File: src/rtl/ps2_scancode_decoder.sv
// PS/2 scan-code set 2 decoder. It takes completed receiver frames into the CLK domain
// and produces key events and held flags for the left, right and fire game controls.
module ps2_scancode_decoder #(
  parameter int         SYNC_STAGES    = 2,
  parameter int         TIMEOUT_CYCLES = 100000,
  parameter logic [7:0] KEY_LEFT_CODE  = 8'h6B,
  parameter bit         KEY_LEFT_EXT   = 1'b1,
  parameter logic [7:0] KEY_RIGHT_CODE = 8'h74,
  parameter bit         KEY_RIGHT_EXT  = 1'b1,
  parameter logic [7:0] KEY_FIRE_CODE  = 8'h29,
  parameter bit         KEY_FIRE_EXT   = 1'b0
) (
  input  logic       CLK,
  input  logic       Reset,
  input  logic       Interrupt,
  input  logic [7:0] ReadVal,
  input  logic       ParityBit,
  output logic       KeyValid,
  output logic [7:0] KeyCode,
  output logic       KeyExtended,
  output logic       KeyRelease,
  output logic       KeyLeft,
  output logic       KeyRight,
  output logic       KeyFire,
  output logic       ParityError
);

  localparam int            TW           = $clog2(TIMEOUT_CYCLES + 1);
  localparam logic [TW-1:0] TIMEOUT_LAST = TW'(TIMEOUT_CYCLES - 1);
  localparam logic [23:0]   HELD_CODES   = {KEY_FIRE_CODE, KEY_RIGHT_CODE, KEY_LEFT_CODE};
  localparam logic [2:0]    HELD_EXTS    = {KEY_FIRE_EXT, KEY_RIGHT_EXT, KEY_LEFT_EXT};

  typedef enum logic [2:0] {
    IDLE   = 3'd0,
    EXT    = 3'd1,
    BRK    = 3'd2,
    EXTBRK = 3'd3,
    SKIP   = 3'd4
  } state_t;

  state_t               state_reg, state_next;
  logic [2:0]           skip_reg, skip_next;
  logic [TW-1:0]        timeout_reg, timeout_next;
  logic [SYNC_STAGES-1:0] sync_reg;
  logic                 int_prev_reg;
  logic                 strobe;
  logic                 parity_ok;

  logic                 ev_valid;
  logic                 ev_ext;
  logic                 ev_rel;
  logic                 held_clear;
  logic                 parity_err;

  logic                 key_valid_reg;
  logic [7:0]           key_code_reg;
  logic                 key_ext_reg;
  logic                 key_rel_reg;
  logic                 parity_err_reg;
  logic [2:0]           held_reg, held_next;

  // Flops preset to 1 so a frame already high across reset never produces an edge.
  always_ff @(posedge CLK) begin
    if (Reset) begin
      sync_reg     <= '1;
      int_prev_reg <= 1'b1;
    end else begin
      sync_reg     <= {sync_reg[SYNC_STAGES-2:0], Interrupt};
      int_prev_reg <= sync_reg[SYNC_STAGES-1];
    end
  end

  assign strobe    = sync_reg[SYNC_STAGES-1] & ~int_prev_reg;
  assign parity_ok = ^{ReadVal, ParityBit};

  always_ff @(posedge CLK) begin
    if (Reset) begin
      state_reg   <= IDLE;
      skip_reg    <= 3'd0;
      timeout_reg <= '0;
    end else begin
      state_reg   <= state_next;
      skip_reg    <= skip_next;
      timeout_reg <= timeout_next;
    end
  end

  always_comb begin
    state_next   = state_reg;
    skip_next    = skip_reg;
    timeout_next = timeout_reg;
    if (strobe) begin
      timeout_next = '0;
      if (!parity_ok) begin
        state_next = IDLE;
      end else begin
        case (state_reg)
          IDLE: begin
            case (ReadVal)
              8'hE0:   state_next = EXT;
              8'hF0:   state_next = BRK;
              8'hE1: begin
                state_next = SKIP;
                skip_next  = 3'd7;
              end
              default: state_next = IDLE;
            endcase
          end
          EXT: begin
            case (ReadVal)
              8'hF0:   state_next = EXTBRK;
              8'hE0:   state_next = EXT;
              default: state_next = IDLE;
            endcase
          end
          BRK:    state_next = IDLE;
          EXTBRK: state_next = IDLE;
          SKIP: begin
            skip_next = (skip_reg == 3'd0) ? 3'd0 : skip_reg - 3'd1;
            if (skip_reg <= 3'd1) state_next = IDLE;
          end
          default: state_next = IDLE;
        endcase
      end
    end else if (state_reg != IDLE) begin
      // A half-received prefix sequence is abandoned after a long silence.
      if (timeout_reg == TIMEOUT_LAST) begin
        state_next   = IDLE;
        timeout_next = '0;
      end else begin
        timeout_next = timeout_reg + 1'b1;
      end
    end else begin
      timeout_next = '0;
    end
  end

  always_comb begin
    ev_valid   = 1'b0;
    ev_ext     = 1'b0;
    ev_rel     = 1'b0;
    held_clear = 1'b0;
    parity_err = strobe & ~parity_ok;
    if (strobe && parity_ok) begin
      case (state_reg)
        IDLE: begin
          case (ReadVal)
            8'hE0, 8'hF0, 8'hE1, 8'hFA, 8'hFE, 8'hEE: ev_valid = 1'b0;
            8'h00, 8'hFF, 8'hAA:                      held_clear = 1'b1;
            default:                                  ev_valid = 1'b1;
          endcase
        end
        EXT: begin
          if (ReadVal != 8'hF0 && ReadVal != 8'hE0 && ReadVal != 8'h12) begin
            ev_valid = 1'b1;
            ev_ext   = 1'b1;
          end
        end
        BRK: begin
          ev_valid = 1'b1;
          ev_rel   = 1'b1;
        end
        EXTBRK: begin
          if (ReadVal != 8'h12) begin
            ev_valid = 1'b1;
            ev_ext   = 1'b1;
            ev_rel   = 1'b1;
          end
        end
        default: ev_valid = 1'b0;
      endcase
    end
  end

  // One held flag per game control; a make sets it, the matching break clears it.
  generate
    for (genvar gi = 0; gi < 3; gi++) begin : g_held
      always_comb begin
        held_next[gi] = held_reg[gi];
        if (held_clear) begin
          held_next[gi] = 1'b0;
        end else if (ev_valid && ReadVal == HELD_CODES[gi*8 +: 8] && ev_ext == HELD_EXTS[gi]) begin
          held_next[gi] = ~ev_rel;
        end
      end
    end
  endgenerate

  always_ff @(posedge CLK) begin
    if (Reset) begin
      key_valid_reg  <= 1'b0;
      key_code_reg   <= 8'h00;
      key_ext_reg    <= 1'b0;
      key_rel_reg    <= 1'b0;
      parity_err_reg <= 1'b0;
      held_reg       <= 3'b000;
    end else begin
      key_valid_reg  <= ev_valid;
      parity_err_reg <= parity_err;
      held_reg       <= held_next;
      if (ev_valid) begin
        key_code_reg <= ReadVal;
        key_ext_reg  <= ev_ext;
        key_rel_reg  <= ev_rel;
      end
    end
  end

  assign KeyValid    = key_valid_reg;
  assign KeyCode     = key_code_reg;
  assign KeyExtended = key_ext_reg;
  assign KeyRelease  = key_rel_reg;
  assign KeyLeft     = held_reg[0];
  assign KeyRight    = held_reg[1];
  assign KeyFire     = held_reg[2];
  assign ParityError = parity_err_reg;

endmodule
File: config.mk
export PLATFORM = sky130hd
export DESIGN_NAME = ps2_scancode_decoder
export DESIGN_NICKNAME = d
export VERILOG_FILES = /design/src/rtl/ps2_scancode_decoder.sv
export SDC_FILE = /design/constraint.sdc
export NUM_CORES = 1
export LEC_CHECK = 0
export ABC_CLOCK_PERIOD_IN_PS = 4400
export BUFFER_PORTS_ARGS = -buffer_cell sky130_fd_sc_hd__buf_2
export CAP_MARGIN = 20
export CORE_MARGIN = 5
export CORE_UTILIZATION = 52
export CTS_CLUSTER_SIZE = 8
export DETAILED_ROUTE_END_ITERATION = 8
export PLACE_DENSITY = 0.7
export SYNTH_ARGS = -nofsm -noshare
export SYNTH_HDL_FRONTEND = slang
export SYNTH_SLANG_ARGS = --single-unit
File: constraint.sdc
create_clock -name CLK -period 4.4 [get_ports CLK]
set_clock_uncertainty 0.2 [all_clocks]
set_input_delay 0.88 -clock CLK [delete_from_list [all_inputs] [get_ports CLK]]
set_output_delay 0.88 -clock CLK [all_outputs]
set_load 0.02 [all_outputs]
==> summary.txt, run 1 <==
Power and ir drop
  – Leak: 0.958 nW
  – Sw Pwr: approximately 0.18 mW
  – Clock share of power: about two fifths
  – Seq pwr share: between 50% and 60%
  – Post-route total power: 0.751 mW
  – Sw frac: 23.9%
  – P_int: 0.571 mW
  – Peak supply drop: 0.216 mV
  – Power per cell area: approximately 320 nW/um2
  – Logic pwr share: 11.3%

Route
  – Residual DRC count: 0
  – Routed via count: 1693
  – Wire per inst: 13.5 um
  – Initial DRC Count: 106
  – Drt first pass iters: 4
  – Drt via density: 5.57
  – Final wirelength: 4110 um
  – Post-DRT Antenna Nets: 0

CTS
  – Worst skew pair latency: about 290 ps
  – CTS tree: built
  – Resize count post-CTS: 0
  – H-tree depth: 2
  – Setup bufs post-CTS: 0
  – Clock tree sinks: 41
  – Bufs on Longest Clock Path: 2
  – Root buf cell: clkbuf_8
  – Post-CTS Hold Fix Bufs: 0
  – CTS clock-pin slew for the worst setup and hold paths: ~80 ps
  – Num CTS Buffers: 5

Min path
  – Hold path cells: 1
  – Min-Delay Path Class: reg -> reg
  – Hold Path Origin: sync_reg[0]$_SDFF_PP1_

Setup path
  – Arrival @ worst endpoint: slightly below 3000 ps
  – Worst setup path start: ReadVal[7]
  – R2R cell count: 5
  – Reg2reg start: state_reg[2]$_SDFFE_PP0P_
  – WP data required: 4370 ps
  – Worst Setup Path Type: in -> reg
  – Critical path launch point type: input port
  – Worst-path maximum fanout: 12
  – Critical path endpoint category: flip-flop

Timing
  – Max-slew headroom: 53.5%
  – Period Utilization, post-route: between 60 and 70%
  – Slew Limit Fails: 0
  – Worst-margin pin slew: 692 ps
  – Final Hold Vio Count: 0
  – Final setup fails: 0
  – TNS Setup: 0 ps
  – RSZ-0062 raised after global routing: false
  – Final hold slack: 214 ps
  – Minimum clock period: 3010 ps
  – Fmax: 332 MHz

Floorplanning
  – Initial core utilization: 53.7%
  – Die Y-Extent: 74.5 um
  – Io pins: 27
  – Die Footprint: 5550 um2
  – Die X: 74.5 um
  – Row count: 23
  – Core Region: 4030 um2

Synth
  – Top FF cell, synth: dfxtp_1
  – Synth warn: 0
  – Async S/R FF share, synth: 0%
  – Gate Count Post-Synth: roughly 230
  – Post-Syn Area per Cell: 9.28 um2
  – Sequential share of the synthesized area: 37.9%
  – Post-synth EDFFs: 0
  – Unique cell type count in the Yosys netlist: 53
  – Syn Nets: 248
  – Post-Syn Area: 2160 um2
  – FF+latch count, synth: 41

Layout
  – Multi-input gate area: about 1200 um2
  – Register area: approximately 820 um2
  – Area growth, synth to finish: 8.21%
  – Final design utilization: 58.1%
  – Antenna Cells: 0
  – Nets: between 200 and 300
  – Max reg flops: 17
  – Post-Layout Inst Area: 2340 um2
  – Share of layout cells above drive strength 1: 18.9%
  – Filler Cell Count: 360

Placed design
  – Dpl cell area: 2240 um2
  – HPWL after DPL: 2960 um
  – Number of buffers added on ports: 26
  – GPL Wtd Cong: 0.818

Job
  – Max_cap viols: 0

Global routing
  – Grt ovf: 0
  – Largest net degree at the start of global routing: 25
  – First-pass GRT wire length: 6900 um
  – Vias in the first global route: between 1500 and 2000
  – Initial antenna violation count: 0
  – Global Route Usage Sum: 15.9%

Status
  – Status: completed
[routing by layer]
| metal | track usage [%] | share of wire (%) |
|---|---|---|
| met1 | 20.5 | 48 |
| met2 | 26.4 | 46 |
| met3 | 3.38 | 5.1 |
| met4 | 5.34 | 1.0 |
| met5 | 0 | 0 |
[through the flow]
| step | std cells | setup slack, ps |
|---|---|---|
| 3_5_place_dp | 297 | 1070 |
| 6_report | 304 | 1390 |
| 2_1_floorplan | 233 | 1500 |
| 3_3_place_gp | 297 | 1120 |
| 5_1_grt | 304 | 1210 |
| 4_1_cts | 304 | 1380 |
[area by class of cell]
cell class,count,share of cell area [%]
sequential,41,35.1
multi-input combinational,172,50.7
timing repair buffer,28,6.20
clock inverter,2,1.50
inverter,6,0.962
tap,50,2.67
clock buffer,5,2.94
[critical path, stage by stage]
cell	delay, ps
buf_2	160
or4_4	570
o21ai_1	270
nor4b_1	140
o311ai_4	620
mux2i_1	270
nor2_1	60
[layout by cell type (no fill, tap or decap), drive strengths merged, types with 7 or more instances in the layout]
cell type / n
buf: 28
dfxtp: 41
mux2i: 11
xnor2: 11
nand3: 11
nor4: 9
nand2: 14
nor2: 39
xor2: 10
and3: 7
[cell usage after synthesis, types with 2 or more instances]
library cell	count	area share, %
nor3b_1	2	0.69
clkbuf_1	2	0.35
xnor2_1	10	4.0
and3_1	7	2.0
nor4_1	9	2.6
a211oi_1	2	0.69
dfxtp_1	41	38
o2111a_1	2	1.0
inv_1	5	0.87
nor3_1	6	1.4
nand4_1	6	1.7
o21ai_0	3	0.69
ha_1	3	1.7
buf_6	8	4.2
nand3_1	11	2.5
xor2_1	10	4.0
nand2_1	13	2.3
a21oi_1	4	0.93
mux2i_1	11	5.1
or3_1	4	1.2
nor2_1	39	6.8
or2_2	3	0.87
nor4b_1	2	0.81
[worst paths after layout]
kind,slack [ps],endpoint
worst min register to register,210,sync_reg[1]$_SDFF_PP1_
worst min-delay path,210,sync_reg[1]$_SDFF_PP1_
worst max-delay path,1390,KeyCode[0]$_SDFFE_PP0N_
worst max register to register,2040,KeyExtended$_SDFFE_PP0N_
[logic make-up after synthesis]
| group | after synthesis | synth area share (%) |
|---|---|---|
| simple gates | 113 | 27.2 |
| compound gates | 23 | 10.3 |
| xor+xnor | 22 | 10.5 |
| flops | 41 | 37.9 |
| buf+inv | 20 | 7.23 |
| mux | 11 | 5.09 |
| fa+ha+maj | 3 | 1.74 |
[power groups by stage]
stage          sequential [mW]  combinational [mW]  clock, mW
2_1_floorplan            0.386              0.0719          0
3_3_place_gp             0.384              0.0847          0
3_5_place_dp             0.384              0.0846          0
4_1_cts                  0.375              0.0853      0.299
5_1_grt                  0.375              0.0917      0.315
6_report                 0.375              0.0847      0.291
Power figures use the tool's default switching activity.
==> run 2, diff against run 1 <==
--- a/config.mk
+++ b/config.mk
@@ -5,14 +5,15 @@
 export SDC_FILE = /design/constraint.sdc
 export NUM_CORES = 1
 export LEC_CHECK = 0
-export ABC_CLOCK_PERIOD_IN_PS = 4400
+export ABC_AREA = 1
+export ABC_CLOCK_PERIOD_IN_PS = 2500
 export BUFFER_PORTS_ARGS = -buffer_cell sky130_fd_sc_hd__buf_2
 export CAP_MARGIN = 20
 export CORE_MARGIN = 5
 export CORE_UTILIZATION = 52
 export CTS_CLUSTER_SIZE = 8
 export DETAILED_ROUTE_END_ITERATION = 8
-export PLACE_DENSITY = 0.7
+export PLACE_DENSITY = 0.72
 export SYNTH_ARGS = -nofsm -noshare
 export SYNTH_HDL_FRONTEND = slang
 export SYNTH_SLANG_ARGS = --single-unit
==> constraint.sdc (replaced) <==
create_clock -name CLK -period 2.5 [get_ports CLK]
set_clock_uncertainty 0.2 [all_clocks]
set_input_delay 0.5 -clock CLK [delete_from_list [all_inputs] [get_ports CLK]]
set_output_delay 0.5 -clock CLK [all_outputs]
set_load 0.02 [all_outputs]
==> run 2 against run 1 <==
Core utilization rose by 3.3 points. Area after synthesis rose by 12%. Sequential cell count did not move. Critical path type is now reg -> reg. First-iteration DRC count fell by 42%.
==> summary.txt, run 2 <==
Status
  – Status: completed

Layout
  – Most frequent cells in the layout: nand2_1 (101), nor2_1 (72), dfxtp_1 (41)
  – Fin cells: 464
  – Area growth, synth to finish: 12.1%
  – Share of layout cells above drive strength 1: roughly a fifth
  – Max reg flops: 17
  – Most common cell after layout, fill and taps aside: nand2_1
  – Nets: 426
  – Antenna Cells: 0
  – Filler Cell Count: approximately 440

Setup path
  – CP cell instances: ha_1 > nand2_1 > inv_1 > nand2_1 > nor3_1 > nand3_1 > nand4_1 > buf_4 > nor3b_1
  – R2R cell count: 9
  – Critical path endpoint category: flip-flop
  – Arrival @ worst endpoint: 2080 ps
  – Worst Setup Path Type: reg -> reg
  – Reg2reg start: timeout_reg[0]$_SDFF_PP0_
  – CP dominant cell by count: nand2_1
  – Critical Path Stages: 9
  – Worst R2R End: timeout_reg[4]$_SDFF_PP0_
  – CP top delay family: simple AND/OR/NAND/NOR gates
  – Critical path launch point type: flip-flop
  – Worst-path maximum fanout: 9
  – Slowest stage cell, crit path: nand4_1
  – Worst R2R Setup Slack: 440 ps
  – Slowest stage delay, CP: 360 ps
  – WP data required: between 2000 and 3000 ps
  – Worst Path Buf+Inv: 2

CTS
  – Post-CTS Hold Fix Bufs: 0
  – Clock tree sinks: 41
  – Bufs on Longest Clock Path: 2
  – Setup bufs post-CTS: 0
  – Num CTS Buffers: 5
  – Worst skew pair latency: 290 ps
  – Resize count post-CTS: 0
  – H-tree depth: 2
  – CTS tree: built
  – Root buf cell: clkbuf_8
  – CTS clock-pin slew for the worst setup and hold paths: 80 ps

Min path
  – Hold path cells: 2
  – Min-Delay Path Class: in -> reg
  – Worst Hold Endpoint: sync_reg[0]$_SDFF_PP1_
  – Hold Path Origin: Interrupt

Timing
  – Max-slew headroom: 71.9%
  – Slew Limit Fails: 0
  – Final Worst Setup Slack: 436 ps
  – TNS Setup: 0 ps
  – Fmax: about 480 MHz
  – Worst-margin pin slew: 421 ps
  – RSZ-0062 raised after global routing: false
  – Final setup fails: 0
  – Minimum clock period: between 2000 and 2500 ps
  – Period Utilization, post-route: 82.6%
  – Final Hold Vio Count: 0

Power and ir drop
  – P_int: approximately 1.0 mW
  – Leak: 1.29 nW
  – Sw frac: 25.2%
  – Logic pwr share: around 12%
  – Seq pwr share: 48.0%
  – Sw Pwr: 0.350 mW
  – Clock share of power: 39.6%
  – Peak supply drop: 0.300 mV
  – Power per cell area: 509 nW/um2

Route
  – Drt first pass iters: 4
  – Routed via count: 2294
  – Final wirelength: about 5100 um
  – Wire per inst: 11.1 um
  – Post-DRT Antenna Nets: 0
  – Initial DRC Count: 62
  – Drt via density: 4.94
  – Residual DRC count: 0

Placed design
  – Pre-CTS setup slack: about 280 ps
  – Inst Count DP: 456
  – HPWL after DPL: around 4100 um
  – GPL Wtd Cong: roughly 0.88
  – Number of buffers added on ports: 26

Synth
  – Post-Syn Area per Cell: roughly 6.4 um2
  – FF+latch count, synth: 41
  – Top post-synthesis cells by area: dfxtp_1 (34%), nand2_1 (16%), nor2_1 (11%)
  – Synth Area in Compound Gates: 7.92%
  – Most frequent cell after synthesis: nand2_1
  – Synth warn: 0
  – Syn Nets: 396
  – Simple-gate share of the synthesized area: 45.9%
  – Post-synth EDFFs: 0
  – Gate Count Post-Synth: ~380
  – Yosys top cell by area: dfxtp_1
  – Mux cell area share after synthesis: 0%
  – Top post-synthesis cells by count: nand2_1 (101), nor2_1 (72), dfxtp_1 (41)
  – Largest family of logic cells by synthesized area: simple AND/OR/NAND/NOR gates
  – Adder-Cell Fraction of Synth Area: 1.54%
  – Post-synth top area share: 33.7%
  – Sequential share of the synthesized area: 33.7%
  – Top FF cell, synth: dfxtp_1
  – Unique cell type count in the Yosys netlist: 35
  – XOR/XNOR Fraction of Synth Area: 1.44%
  – Post-Syn Area: between 2000 and 2500 um2
  – Async S/R FF share, synth: 0%

Floorplanning
  – Core Region: 4440 um2
  – Initial core utilization: 54.8%
  – Die Footprint: roughly 6000 um2
  – Io pins: 27
  – Die Y-Extent: 78.4 um
  – Row count: 24
  – Die X: about 78 um

Global routing
  – Initial antenna violation count: 0
  – First-pass GRT wire length: approximately 8600 um
  – Largest net degree at the start of global routing: 17
  – Vias in the first global route: 1994
  – Global Route Usage Sum: 17.3%
  – Grt ovf: 0

Job
  – Max_cap viols: 0
## run 2: cell count changes after synthesis, sizes merged, moves of 4 or more
cell	delta
nand3	+9
a21oi	+9
and3	-7
nor4	-8
inv	+42
or3	-4
mux2i	-11
xnor2	-11
o21ai	+9
nor2	+41
nor3	+7
xor2	-6
nand2	+101
## run 2: logic make-up (layout without fill, tap and decap cells)
kind of cell	count (synthesis)	count (layout)
xor gates and xnor gates	4	4
AOI/OAI and AO/OA	32	32
buffers and inverters	55	86
and+or+nand+nor	246	246
DFF	41	41
adders and majority gates	3	3
## run 2: through the flow
| step | instance area [um2] | utilization (%) | power, mW | hold WS [ps] |
|---|---|---|---|---|
| finish | 2730 | 61.4 | 1.39 | 190 |
| global route | 2730 | 61.4 | 1.45 | 175 |
| CTS | 2730 | 61.4 | 1.40 | 183 |
| detailed placement | 2610 | 58.7 | 0.853 | 204 |
| global placement | 2610 | 58.7 | 0.850 | 195 |
| floorplan | 2430 | - | 0.809 | 189 |
## run 2: worst max path at each step
| stage | start | end | slack, ps |
|---|---|---|---|
| 5_1_grt | timeout_reg[0]$_SDFF_PP0_ | timeout_reg[14]$_SDFF_PP0_ | 220 |
| 2_1_floorplan | ReadVal[5] | KeyCode[3]$_SDFFE_PP0N_ | 520 |
| 6_report | timeout_reg[0]$_SDFF_PP0_ | timeout_reg[4]$_SDFF_PP0_ | 440 |
| 3_3_place_gp | ReadVal[7] | KeyCode[7]$_SDFFE_PP0N_ | 320 |
| 4_1_cts | timeout_reg[0]$_SDFF_PP0_ | timeout_reg[14]$_SDFF_PP0_ | 420 |
| 3_5_place_dp | ReadVal[7] | KeyCode[4]$_SDFFE_PP0N_ | 280 |
## run 2: power by group through the flow
stage	Combinational (mW)	Sequential, mW	Clock [mW]
after floorplan	0.123	0.686	0
after global placement	0.168	0.682	0
after detailed placement	0.171	0.682	0
after CTS	0.171	0.666	0.560
after global routing	0.193	0.667	0.593
final	0.172	0.666	0.550
## run 2: metal layers
metal | vias up | global-route usage, % | wire length, um
met4 | 0 | 6.82 | 96
met1 | 1002 | 21.8 | 2490
li1 | 1250 | - | -
met2 | 33 | 29.3 | 2390
met3 | 9 | 3.20 | 154
met5 | - | 0 | 0
## run 2: final cells by class
class / count / area (um2) / area share, %
multi-input combinational: 285 / 1380 / 50.7
tap: 52 / 65.1 / 2.38
sequential: 41 / 821 / 30.1
inverter: 48 / 180 / 6.60
timing repair buffer: 30 / 160 / 5.87
clock inverter: 2 / 37.5 / 1.38
clock buffer: 6 / 82.6 / 3.03
==> run 3, diff against run 2 <==
--- a/config.mk
+++ b/config.mk
@@ -6,7 +6,7 @@
 export NUM_CORES = 1
 export LEC_CHECK = 0
 export ABC_AREA = 1
-export ABC_CLOCK_PERIOD_IN_PS = 2500
+export ABC_CLOCK_PERIOD_IN_PS = 1800
 export BUFFER_PORTS_ARGS = -buffer_cell sky130_fd_sc_hd__buf_2
 export CAP_MARGIN = 20
 export CORE_MARGIN = 5
==> constraint.sdc (replaced) <==
create_clock -name CLK -period 1.8 [get_ports CLK]
set_clock_uncertainty 0.2 [all_clocks]
set_input_delay 0.36 -clock CLK [delete_from_list [all_inputs] [get_ports CLK]]
set_output_delay 0.36 -clock CLK [all_outputs]
set_load 0.02 [all_outputs]
==> run 3 against run 2 <==
The run now ends with negative setup slack left. Fmax increased by 8.6%. Clock power grew 63%. Sequential cell count unchanged.
==> summary.txt, run 3 (synthesis results as in run 2) <==
Min path
  – Min-Delay Path Class: in -> reg
  – Worst Hold Endpoint: sync_reg[0]$_SDFF_PP1_
  – Hold path cells: 2
  – Hold Path Origin: Interrupt

Layout
  – Nets: 480
  – Area growth, synth to finish: 39.6%
  – Most frequent cells in the layout: nand2_1 (93), nor2_1 (62), buf_4 (50)
  – Post-Layout Inst Area: 3400 um2
  – Max reg flops: 17
  – Antenna Cells: 0
  – Filler Cell Count: 322
  – Share of layout cells above drive strength 1: 37.1%
  – Most common cell after layout, fill and taps aside: nand2_1

Setup path
  – Worst R2R End: timeout_reg[2]$_SDFF_PP0_
  – Critical path endpoint category: flip-flop
  – Critical path launch point type: flip-flop
  – Worst R2R Setup Slack: -100 ps
  – Reg2reg start: timeout_reg[1]$_SDFF_PP0_
  – R2R cell count: 11
  – WP data required: 1800 ps
  – Worst Setup Path Type: reg -> reg
  – Worst-path maximum fanout: 6
  – Arrival @ worst endpoint: 1900 ps

Power and ir drop
  – Logic pwr share: approximately 15%
  – Peak supply drop: about 0.45 mV
  – Sw Pwr: approximately 0.54 mW
  – Post-route total power: between 2 and 2.5 mW
  – Clock share of power: 41.7%
  – Power per cell area: 632 nW/um2
  – Leak: 1.64 nW
  – P_int: ~1.6 mW
  – Sw frac: between 20% and 30%
  – Seq pwr share: a little over two fifths

Placed design
  – Dpl cell area: 2910 um2
  – GPL Wtd Cong: 0.888
  – Number of buffers added on ports: 26
  – HPWL after DPL: ~4500 um
  – Pre-CTS setup slack: -219 ps

Global routing
  – Largest net degree at the start of global routing: 17
  – First-pass GRT wire length: 10900 um
  – Vias in the first global route: 2389
  – Global Route Usage Sum: 21.7%
  – Grt ovf: 0
  – Initial antenna violation count: 0

Floorplanning
  – Die X: about 78 um
  – Die Y-Extent: 78.4 um
  – Die Footprint: 6150 um2
  – Io pins: 27
  – Core Region: 4440 um2
  – Row count: 24
  – Initial core utilization: 54.8%

Timing
  – Fmax: 526 MHz
  – Minimum clock period: 1900 ps
  – Final Hold Vio Count: 0
  – Final Worst Setup Slack: -101 ps
  – Period Utilization, post-route: 106%
  – Final setup fails: 19
  – Final hold slack: 48.7 ps
  – Worst-margin pin slew: 442 ps
  – Slew Limit Fails: 0
  – RSZ-0062 raised after global routing: true
  – Max-slew headroom: about 70%

Route
  – Drt via density: around 5
  – Residual DRC count: 0
  – WL met3: 272 um
  – Initial DRC Count: 117
  – Final wirelength: 6630 um
  – Met2 routed WL: 3100 um
  – Wire per inst: between 10 and 15 um
  – Drt first pass iters: 5
  – Post-DRT Antenna Nets: 0
  – Routed via count: 2586
  – Routed length on met1: 3140 um
  – Top layer in use: met4

CTS
  – Root buf cell: clkbuf_8
  – Post-CTS Hold Fix Bufs: 0
  – Bufs on Longest Clock Path: 2
  – CTS tree: built
  – CTS clock-pin slew for the worst setup and hold paths: 90 ps
  – Num CTS Buffers: 5
  – Worst skew pair latency: 300 ps
  – Clock tree sinks: 41
  – H-tree depth: 2

Status
  – Failing checks: negative setup slack
  – Status: complete, but fails checks

Job
  – Max_cap viols: 0
run 3: critical path, stage by stage, from the launching register on:
cell and delay [ps]:
dfxtp_2 360, ha_4 140, nand2_2 50, inv_2 70, nand2_4 60, buf_6 120, nor3_4 180, nand3_2 130
nand4_1 160, buf_4 150, buf_8 120, nor3_1 50
run 3: through the flow:
stage	TNS, ps	utilization (%)	std cells
2_1_floorplan	-8.97	-	381
3_3_place_gp	-2960	65.6	496
3_5_place_dp	-3710	65.6	496
4_1_cts	-966	72.4	514
5_1_grt	-3910	76.4	518
6_report	-1500	76.4	518
run 3: what timing repair did:
item | in CTS | in global routing
setup buffers | 9 | 5
setup endpoints to repair | 14 | 31
pin swaps | 16 | 14
cloned | 1 | 0
gates resized for setup | 28 | 42
run 3: worst max-delay path by stage:
stage                              start                         end  slack, ps  depth (start not counted)
6_report       timeout_reg[1]$_SDFF_PP0_   timeout_reg[2]$_SDFF_PP0_       -100                         11
5_1_grt        timeout_reg[6]$_SDFF_PP0_   state_reg[1]$_SDFFE_PP0P_       -230                          9
4_1_cts        timeout_reg[1]$_SDFF_PP0_  timeout_reg[12]$_SDFF_PP0_       -180                         12
3_5_place_dp                  ReadVal[2]     KeyCode[5]$_SDFFE_PP0N_       -220                         13
3_3_place_gp                  ReadVal[2]     KeyCode[3]$_SDFFE_PP0N_       -170                         13
2_1_floorplan  timeout_reg[0]$_SDFF_PP0_  timeout_reg[14]$_SDFF_PP0_         -9                         12
run 3: final cells by class:
class	count	area, um2	area share, %
Multi-Input combinational cell	285	1580	46.6
Sequential cell	41	823	24.2
Timing Repair Buffer	84	607	17.9
Inverter	48	183	5.38
Clock buffer	5	68.8	2.03
Clock inverter	3	68.8	2.03
Tap cell	52	65.1	1.92
run 3: routing by layer:
metal / track usage (%) / vias to the layer above
li1: - / 1367
met2: 33.7 / 60
met4: 6.82 / 0
met1: 31.0 / 1145
met5: 0 / -
met3: 3.32 / 14
run 3: power by group through the flow:
stage | combinational [mW] | clock [mW] | sequential (mW)
2_1_floorplan | 0.173 | 0 | 0.952
3_3_place_gp | 0.292 | 0 | 0.946
3_5_place_dp | 0.298 | 0 | 0.946
4_1_cts | 0.303 | 0.901 | 0.925
5_1_grt | 0.359 | 0.952 | 0.928
6_report | 0.325 | 0.894 | 0.926
